File: config.mk
export PLATFORM = sky130hd
export DESIGN_NAME = simmem_release_scheduler
export DESIGN_NICKNAME = d
export VERILOG_FILES = /design/src/rtl/simmem_pkg.sv /design/src/rtl/simmem_release_slot.sv /design/src/rtl/simmem_release_scheduler.sv
export SDC_FILE = /design/constraint.sdc
export NUM_CORES = 1
export LEC_CHECK = 0
export CAP_MARGIN = 20
export CELL_PAD_IN_SITES_DETAIL_PLACEMENT = 1
export CELL_PAD_IN_SITES_GLOBAL_PLACEMENT = 1
export CORE_MARGIN = 1.5
export CORE_UTILIZATION = 40
export CTS_CLUSTER_SIZE = 20
export DETAILED_ROUTE_END_ITERATION = 16
export PLACE_DENSITY_LB_ADDON = 0.1
export SLEW_MARGIN = 5
export SYNTH_ARGS = -nofsm -noshare
export SYNTH_HDL_FRONTEND = slang
export SYNTH_SLANG_ARGS = --single-unit
File: constraint.sdc
create_clock -name clk_i -period 5 [get_ports clk_i]
set_clock_uncertainty 0.1 [all_clocks]
set_input_delay 1 -clock clk_i [delete_from_list [all_inputs] [get_ports clk_i]]
set_output_delay 1 -clock clk_i [all_outputs]
set_load 0.02 [all_outputs]
File: src/rtl/simmem_pkg.sv
// Shared types and sizing helpers for the simulated-memory release scheduler.
package simmem_pkg;

    localparam int DefaultIdWidth    = 2;
    localparam int DefaultDelayWidth = 8;
    localparam int DefaultNumSlots   = 8;

    // Slot sizing helper; a two-slot scheduler still needs one index/rank bit.
    function automatic int slot_idx_width(input int numSlots);
        return (numSlots <= 2) ? 1 : $clog2(numSlots);
    endfunction

    localparam int DefaultRankWidth = slot_idx_width(DefaultNumSlots);

    typedef struct packed {
        logic                         valid;
        logic [DefaultIdWidth-1:0]    id;
        logic [DefaultDelayWidth-1:0] counter;
        logic [DefaultRankWidth-1:0]  rank;
    } slot_t;

endpackage

File: src/rtl/simmem_release_slot.sv
// One tracked entry: holds ID, countdown to maturity and its age rank among same-ID entries.
module simmem_release_slot #(
    parameter int IDWidth    = 2,
    parameter int DelayWidth = 8,
    parameter int RankWidth  = 3
) (
    input  logic                  clk_i,
    input  logic                  rst_ni,
    input  logic                  i_load,
    input  logic [IDWidth-1:0]    i_loadId,
    input  logic [DelayWidth-1:0] i_loadDelay,
    input  logic [RankWidth-1:0]  i_loadRank,
    input  logic                  i_free,
    input  logic                  i_rankDec,
    output logic                  o_valid,
    output logic [IDWidth-1:0]    o_id,
    output logic [DelayWidth-1:0] o_counter,
    output logic [RankWidth-1:0]  o_rank
);

    logic                  r_valid;
    logic [IDWidth-1:0]    r_id;
    logic [DelayWidth-1:0] r_counter;
    logic [RankWidth-1:0]  r_rank;

    // Load only targets a free slot and free only a valid one, so they never collide.
    always_ff @(posedge clk_i or negedge rst_ni) begin
        if (!rst_ni) begin
            r_valid   <= 1'b0;
            r_id      <= '0;
            r_counter <= '0;
            r_rank    <= '0;
        end else if (i_load) begin
            r_valid   <= 1'b1;
            r_id      <= i_loadId;
            r_counter <= i_loadDelay;
            r_rank    <= i_loadRank;
        end else if (i_free) begin
            r_valid   <= 1'b0;
            r_counter <= '0;
            r_rank    <= '0;
        end else if (r_valid) begin
            if (r_counter != '0) begin
                r_counter <= r_counter - 1'b1;
            end
            if (i_rankDec && (r_rank != '0)) begin
                r_rank <= r_rank - 1'b1;
            end
        end
    end

    assign o_valid   = r_valid;
    assign o_id      = r_id;
    assign o_counter = r_counter;
    assign o_rank    = r_rank;

endmodule

File: src/rtl/simmem_release_scheduler.sv
// Per-ID release timing engine for simmem_linkedlist_bank.
// Optional statistics outputs are enabled with `define SIMMEM_SCHED_STATS_EN.
module simmem_release_scheduler
    import simmem_pkg::*;
#(
    parameter int IDWidth    = DefaultIdWidth,
    parameter int NumSlots   = DefaultNumSlots,
    parameter int DelayWidth = DefaultDelayWidth
) (
    input  logic                           clk_i,
    input  logic                           rst_ni,
    input  logic [IDWidth-1:0]             in_id_i,
    input  logic [DelayWidth-1:0]          in_delay_i,
    input  logic                           in_valid_i,
    output logic                           in_ready_o,
    input  logic [IDWidth-1:0]             out_id_i,
    input  logic                           out_fire_i,
    output logic [2**IDWidth-1:0]          release_en_o,
    output logic [$clog2(NumSlots+1)-1:0]  pending_cnt_o,
`ifdef SIMMEM_SCHED_STATS_EN
    output logic [31:0]                    released_total_o,
    output logic [$clog2(NumSlots+1)-1:0]  max_pending_o,
`endif
    output logic                           err_o
);

    localparam int NumIds    = 2**IDWidth;
    localparam int RankWidth = slot_idx_width(NumSlots);
    localparam int CntWidth  = $clog2(NumSlots+1);

    logic [NumSlots-1:0]   w_slotValid;
    logic [IDWidth-1:0]    w_slotId      [NumSlots];
    logic [DelayWidth-1:0] w_slotCounter [NumSlots];
    logic [RankWidth-1:0]  w_slotRank    [NumSlots];

    logic [NumSlots-1:0]   w_load;
    logic [NumSlots-1:0]   w_free;
    logic [NumSlots-1:0]   w_rankDec;

    logic                  w_freeFound;
    logic [RankWidth-1:0]  w_freeIdx;
    logic [CntWidth-1:0]   w_sameIdCnt;
    logic [CntWidth-1:0]   w_insertRankFull;
    logic [RankWidth-1:0]  w_insertRank;
    logic                  w_insert;
    logic                  w_releaseFire;
    logic [CntWidth-1:0]   w_pendingNext;

    logic [CntWidth-1:0]   r_pendingCnt;
    logic                  r_err;

    // Lowest-index free slot wins; scanning downward leaves the smallest index last.
    always_comb begin
        w_freeFound = 1'b0;
        w_freeIdx   = '0;
        for (int k = NumSlots - 1; k >= 0; k--) begin
            if (!w_slotValid[k]) begin
                w_freeFound = 1'b1;
                w_freeIdx   = RankWidth'(k);
            end
        end
    end

    always_comb begin
        w_sameIdCnt = '0;
        for (int k = 0; k < NumSlots; k++) begin
            if (w_slotValid[k] && (w_slotId[k] == in_id_i)) begin
                w_sameIdCnt = w_sameIdCnt + CntWidth'(1);
            end
        end
    end

    always_comb begin
        release_en_o = '0;
        for (int k = 0; k < NumSlots; k++) begin
            if (w_slotValid[k] && (w_slotRank[k] == '0) && (w_slotCounter[k] == '0)) begin
                release_en_o[w_slotId[k]] = 1'b1;
            end
        end
    end

    assign in_ready_o    = w_freeFound;
    assign w_insert      = in_valid_i & w_freeFound;
    assign w_releaseFire = out_fire_i & release_en_o[out_id_i];

    // A same-ID release landing this cycle removes one older entry ahead of the newcomer.
    assign w_insertRankFull = w_sameIdCnt -
                              ((w_releaseFire && (out_id_i == in_id_i)) ? CntWidth'(1) : CntWidth'(0));
    assign w_insertRank     = RankWidth'(w_insertRankFull);

    for (genvar g = 0; g < NumSlots; g++) begin : gSlot
        logic w_match;

        assign w_match      = w_releaseFire & w_slotValid[g] & (w_slotId[g] == out_id_i);
        assign w_load[g]    = w_insert & (w_freeIdx == RankWidth'(g));
        assign w_free[g]    = w_match & (w_slotRank[g] == '0);
        assign w_rankDec[g] = w_match & (w_slotRank[g] != '0);

        simmem_release_slot #(
            .IDWidth    (IDWidth),
            .DelayWidth (DelayWidth),
            .RankWidth  (RankWidth)
        ) uSlot (
            .clk_i       (clk_i),
            .rst_ni      (rst_ni),
            .i_load      (w_load[g]),
            .i_loadId    (in_id_i),
            .i_loadDelay (in_delay_i),
            .i_loadRank  (w_insertRank),
            .i_free      (w_free[g]),
            .i_rankDec   (w_rankDec[g]),
            .o_valid     (w_slotValid[g]),
            .o_id        (w_slotId[g]),
            .o_counter   (w_slotCounter[g]),
            .o_rank      (w_slotRank[g])
        );
    end

    always_comb begin
        w_pendingNext = r_pendingCnt;
        if (w_insert && !w_releaseFire) begin
            w_pendingNext = r_pendingCnt + CntWidth'(1);
        end else if (!w_insert && w_releaseFire) begin
            w_pendingNext = r_pendingCnt - CntWidth'(1);
        end
    end

    // The error flag is sticky so a single ordering violation is never lost.
    always_ff @(posedge clk_i or negedge rst_ni) begin
        if (!rst_ni) begin
            r_pendingCnt <= '0;
            r_err        <= 1'b0;
        end else begin
            r_pendingCnt <= w_pendingNext;
            if (out_fire_i && !release_en_o[out_id_i]) begin
                r_err <= 1'b1;
            end
        end
    end

    assign pending_cnt_o = r_pendingCnt;
    assign err_o         = r_err;

`ifdef SIMMEM_SCHED_STATS_EN
    logic [31:0]         r_releasedTotal;
    logic [CntWidth-1:0] r_maxPending;

    always_ff @(posedge clk_i or negedge rst_ni) begin
        if (!rst_ni) begin
            r_releasedTotal <= '0;
            r_maxPending    <= '0;
        end else begin
            if (w_releaseFire) begin
                r_releasedTotal <= r_releasedTotal + 32'd1;
            end
            if (w_pendingNext > r_maxPending) begin
                r_maxPending <= w_pendingNext;
            end
        end
    end

    assign released_total_o = r_releasedTotal;
    assign max_pending_o    = r_maxPending;
`endif

    initial begin
        assert (NumSlots >= 2) else $fatal(1, "NumSlots must be at least 2");
    end

endmodule
* Word level (Yosys, flattened, before mapping)
Cells that the tools add are included.
** Cells by class
- Add/sub/neg operators :: 26
- Magnitude comparators :: 17
- Equality and inequality tests :: 24
- Mux-type cells :: 133
- Bitwise operators :: 49
- Reduce and logical (&&, ||, !) cells :: 129
** Operator list (number)
- $mux 8 :: 32
- $mux 3 :: 47
- $reduce_bool 3->1 :: 32
- $logic_not 8->1 :: 8
- $reduce_bool 8->1 :: 8
- $sub 8x1->8 const B :: 8
- $logic_and 1x1->1 :: 44
- $and 1x1->1 :: 42
- $mux 4 :: 10
- $mux 1 :: 35
- $eq 2x2->1 :: 17
- $reduce_and 2->1 :: 16
- $or 4x4->4 :: 7
- $logic_not 3->1 :: 9
- $lt 2x3->1 const B :: 9
- $sub 3x1->3 const B :: 8
- $add 3x1->3 const B :: 6
- $reduce_bool 2->1 :: 9
- $demux 1 s2 :: 8
- $ge 2x1->1 const B :: 8
- $eq 3x3->1 const B :: 4
- $eq 3x2->1 const B :: 2
- $add 4x1->4 const B :: 1
- $sub 4x1->4 const B :: 1
- other kinds (5) :: 7
** Word-level totals
- Flip-flop bits (word level) :: 117
- Input bits :: 16
- Logic and storage cells :: 412

* Longest topological paths before layout
- Word-level depth :: 30
- Depth in mapped cells :: 24
- Gate-level depth less buffers :: 22

* Hierarchy
From an unflattened synthesis, not the netlist that was laid out.
** Second synthesis, totals
- Cells, all modules :: 974
- Area, all modules :: 9072.5 µm²
** By module, submodules not included
- simmem_release_slot at gSlot[0].uSlot ... :: times used 7, cells an instance 85, area each 839.6 µm², sequential area each 350.3 µm²
- simmem_release_scheduler :: times used 1, cells an instance 294, area each 2338.5 µm², sequential area each 125.1 µm²
- simmem_release_slot at gSlot[7].uSlot :: times used 1, cells an instance 85, area each 857.1 µm², sequential area each 350.3 µm²

* Least setup slack after synthesis
No wires, ideal clock.
- Kind :: input to register
- From :: in in_id_i[0]
- To :: reg gSlot[1].uSlot.r_rank[2]
- Setup time :: 0.082 ns
- Data arrival time :: 6.060 ns
- Required time :: 4.818 ns
- Slack :: -1.241 ns
- Stages on the path :: 23
- Cells stage by stage :: clkbuf_1 clkbuf_1 xnor2_1 nand3_1 inv_1 ha_1 xnor2_1 ha_1 mux2_2 ha_1 mux2_2 ha_1 mux2_2 ha_1 mux2_2 ha_1 mux2i_1 ha_1 xor2_1 xnor2_1 xnor2_1 nor2_1 a31oi_1
** On the way
- Cells in the longest elaborated chain, start to end :: 19
** RTL lines
- from (decl) :: line simmem_release_scheduler.sv:12 : input logic [IDWidth-1:0] in_id_i,
- $eq 2x2->1 :: line simmem_release_scheduler.sv:67 : if (w_slotValid[k] && (w_slotId[k] == in_id_i)) begin
- $logic_and 1x1->1 :: line simmem_release_scheduler.sv:67
- $mux 1 :: line simmem_release_scheduler.sv:67
- $add 1x1->2 :: line simmem_release_scheduler.sv:68 : w_sameIdCnt = w_sameIdCnt + CntWidth'(1);
- $mux 3 :: line simmem_release_scheduler.sv:67
- $add 3x1->3 :: line simmem_release_scheduler.sv:68
- $mux 3 :: line simmem_release_scheduler.sv:67
- $add 3x1->3 :: line simmem_release_scheduler.sv:68
- (+3 left out)
- $add 3x1->3 :: line simmem_release_scheduler.sv:68
- $mux 3 :: line simmem_release_scheduler.sv:67
- $add 3x1->3 :: line simmem_release_scheduler.sv:68
- $mux 3 :: line simmem_release_scheduler.sv:67
- $add 3x1->3 :: line simmem_release_scheduler.sv:68
- $mux 3 :: line simmem_release_scheduler.sv:67
- $sub 3x1->3 * :: line simmem_release_scheduler.sv:87 : assign w_insertRankFull = w_sameIdCnt -
- $mux 3 * :: line simmem_release_slot.sv:33 : end else if (i_load) begin
- to (signal assigned) :: line simmem_release_slot.sv:37 : r_rank <= i_loadRank;
- to (signal assigned) :: line simmem_release_slot.sv:47 : r_rank <= r_rank - 1'b1;
- to (decl) :: line simmem_release_slot.sv:24 : logic [RankWidth-1:0] r_rank;
Mark *: on every way between the ends. The rest lies on a longest branch, timed or not.
A chain may end at the register's enable or synchronous reset.

* Worst setup path after layout
- From :: in in_id_i[0]
- To :: reg gSlot[0].uSlot.r_rank[2]
** On the way
- Cells in the longest elaborated chain, start to end :: 19
** RTL lines (line)
- $eq 2x2->1 :: simmem_release_scheduler.sv:67
- $logic_and 1x1->1 :: simmem_release_scheduler.sv:67
- $mux 1 :: simmem_release_scheduler.sv:67
- $add 1x1->2 :: simmem_release_scheduler.sv:68
- $mux 3 :: simmem_release_scheduler.sv:67
- $add 3x1->3 :: simmem_release_scheduler.sv:68
- $mux 3 :: simmem_release_scheduler.sv:67
- $add 3x1->3 :: simmem_release_scheduler.sv:68
- (+3 left out)
- $add 3x1->3 :: simmem_release_scheduler.sv:68
- $mux 3 :: simmem_release_scheduler.sv:67
- $add 3x1->3 :: simmem_release_scheduler.sv:68
- $mux 3 :: simmem_release_scheduler.sv:67
- $add 3x1->3 :: simmem_release_scheduler.sv:68
- $mux 3 :: simmem_release_scheduler.sv:67
- $sub 3x1->3 * :: simmem_release_scheduler.sv:87
- $mux 3 * :: simmem_release_slot.sv:33
- to (signal assigned) :: simmem_release_slot.sv:37
- to (signal assigned) :: simmem_release_slot.sv:47
- to (decl) :: simmem_release_slot.sv:24
Marks and branches as above.

==> results_dict.tcl <==
set metrics [dict create \
    status "complete, but fails checks" \
    failed_checks "setup timing" \
    drc 0 \
    grt_max_degree 71 \
    max_freq_mhz 196 \
    insertion_delay_ns 0.43 \
    vias 7887 \
    yosys_warnings 0 \
    synth_compound_area_frac 0.150 \
    synth_edf_count 0 \
    place_ws_ns -1.26 \
    grt_antenna_before_repair 0 \
    reg2reg_to "gSlot[0].uSlot.o_rank[2]" \
    num_rows 52 \
    drv_cap 0 \
    synth-adder-area-share 0.0608 \
    die_h_um 148 \
    ioPinCount 26 \
    holdWs_ns 0.364 \
    io_buffers 25 \
    maxSlewHeadroom 0.351 \
    grt-ovfl-total 0 \
    synth-simple-area-share 0.287 \
    fin_crit_sh 1.02 \
    viasPerCell 5.94 \
    dr.first_iter.drc_count 432 \
    crit_arrival_ns 5.34 \
    r2r_cells 21 \
    synthCells 1012 \
    finalNetCount 1101 \
    grt_pass1_vias 7993 \
    totalPowerFinal_mw 7.95 \
    r2r_start "gSlot[0].uSlot.o_id[0]" \
    mostFrequentLayoutCell "nand2_1" \
    ctsRootBufferMaster "clkbuf_16" \
    worstHoldStart "pending_cnt_o[3]" \
    synth_seq_area_share 0.350 \
    power.leakage_nw 4.28 \
    grt_usage 0.278 \
    gp_congestion 0.860 \
    die_w_um 148 \
    cts_tree "done" \
    hold_viol 0 \
    area_growth_pct 19.4 \
    start_util 0.411 \
    cp-end-kind "register" \
    rsz0062_at_grt "yes" \
    worstMarginPinSlew_ns 0.968 \
    final_cell_mix "136 x nand2_1, 117 x dfrtp_1, 74 x nor2_1" \
    cts_buffers 17 \
    slew_violations 0 \
    dp_hpwl_um 20300 \
    fin_crit_ns 5.10 \
    critPathMaxStageDelay_ns 0.29 \
    r2r_slack_ns 0.05 \
    wire_per_inst_um 21.8 \
    vdd_drop_max_uv 626 \
    clk_pin_slew_ns 0.06 \
    holdPathStages 1 \
    synthArstFlopShare 1.00 \
    cts_buffer_depth 2 \
    final_cells 1328 \
    finalSetupViolations 7 \
    path_cells "buf_12, xnor2_4, and3_4, ha_4, xnor2_2, ha_1, mux2_4, ha_4, mux2_4, ha_4, mux2_4, ha_4, mux2_4, ha_4, mux2i_1, ha_2, xor2_1, xnor2_1, xnor2_2, buf_4, nor2_1, a31oi_1" \
    drive_gt1_frac 0.126 \
    path_class "input pin to register" \
    htree_levels 4 \
    post_synth_mux_area_share 0.0371 \
    required_ns 5.24 \
    ys_ff_latch 117 \
    worst_slack_ns -0.0978 \
    synth_top_family_by_area "simple AND/OR/NAND/NOR gates" \
    power-per-cell-area_nw_per_um2 796 \
    routed_wl_um 29000 \
    antenna_cells 0 \
    crit_top_cell "ha_4" \
    syn-num-nets 1068 \
    dieArea_um2 21800 \
    dp.cells 1294 \
    slowest_stage "ha_1" \
    yosysUniqueCellTypes 66 \
    drtPass1Iterations 5 \
    coreArea_um2 20400 \
    clock-sinks 117 \
    worst_hold_path_type "register to register" \
    synthFlopType "dfrtp_1" \
    syn_area_um2 8360 \
    grt_pass1_wl_um 46400 \
    cp_max_fo 5 \
    min_to "pending_cnt_o[3]" \
    worst_setup_path_start_kind "input pin" \
    synth_xor_area_frac 0.0587 \
    ant_nets 0 \
    synth.avg_cell_area_um2 8.26 \
]
sequential cells by signal, indices dropped and copies added (netlist names):
signal / flops
gSlot.uSlot.o_counter: 64
gSlot.uSlot.o_rank: 24
gSlot.uSlot.o_valid: 8
pending_cnt_o: 4
err_o: 1
gSlot.uSlot.o_id: 16
timing repair:
action | in CTS | in global routing
setup endpoints to repair | 16 | 12
pin swaps | 14 | 14
setup buffers | 2 | 1
gates resized for setup | 23 | 14
hold buffers | 0 | 0
power by group:
part | internal, mW | switching (mW)
registers | 1.41 | 0.583
clock network | 0.875 | 0.490
logic | 2.19 | 2.39
critical path, delay by kind of cell:
kind            cells  cell delay [ns]
compound gates      1             0.16
fa+ha+maj           7             1.57
xor+xnor            5             0.84
buf+inv             2             0.29
simple gates        2             0.27
mux                 5             1.20
logic make-up after synthesis:
group | count (synthesis)
XOR/XNOR | 56
buffers and inverters | 124
AND/OR/NAND/NOR | 457
multiplexers | 30
AO/OA/AOI/OAI | 188
adder cells (fa/ha/maj) | 40
flip-flops | 117
metrics by stage:
stage                     setup TNS, ns  cell area, µm²   util
after global routing              -1.32            9980  0.490
after floorplan                   -3.29            8540      -
after detailed placement         -16.00            9220  0.453
final                            -0.504            9980  0.490
after global placement           -13.12            9220  0.453
after CTS                         -2.52            9930  0.488
cell usage after synthesis, types with 9 or more instances:
cell        n  area, µm²
and3_1     14       87.6
xor2_1     24        210
o21ai_0    38        190
nor4_1     15       93.8
nand4_1    44        275
nand3_1    39        195
a31oi_1    15       93.8
inv_1      60        225
nand2_1   138        518
nand4b_1    9       78.8
nor3_1     31        155
nor2_1     76        285
buf_1      11       41.3
nor3b_1    12       90.1
mux2i_1    22        220
xnor2_1    32        280
dfrtp_1   117       2930
o31ai_1    14        105
or3_1      20        125
clkbuf_1   48        180
o22ai_1    15       93.8
o211ai_1   18        135
ha_1       39        488
a21oi_1    36        180
worst max-delay path by stage:
stage	start	endpoint	slack, ns	depth (start not counted)
after floorplan	in_id_i[0]	gSlot[6].uSlot.o_rank[2]	-0.41	23
after global placement	in_id_i[0]	gSlot[1].uSlot.o_rank[2]	-1.07	23
after detailed placement	in_id_i[0]	gSlot[0].uSlot.o_rank[2]	-1.26	23
after CTS	in_id_i[0]	gSlot[6].uSlot.o_rank[2]	-0.34	23
after global routing	in_id_i[1]	gSlot[2].uSlot.o_rank[2]	-0.21	22
final	in_id_i[0]	gSlot[0].uSlot.o_rank[2]	-0.1	22
cell type report:
class	count	area (µm²)
Inverter	61	231
Clock buffer	21	470
Multi-Input combinational cell	771	5160
Sequential cell	117	2930
Tap cell	270	338
Clock inverter	11	173
Fill cell	2385	10400
Timing Repair Buffer	77	682
layer usage:
layer,global-route usage,vias up,routed length (µm)
met5,0,-,0
met4,0.101,0,944
met3,0.0540,57,1220
met2,0.441,165,13400
met1,0.378,3926,13400
li1,-,3739,-
(Power assumes the default switching activity.)
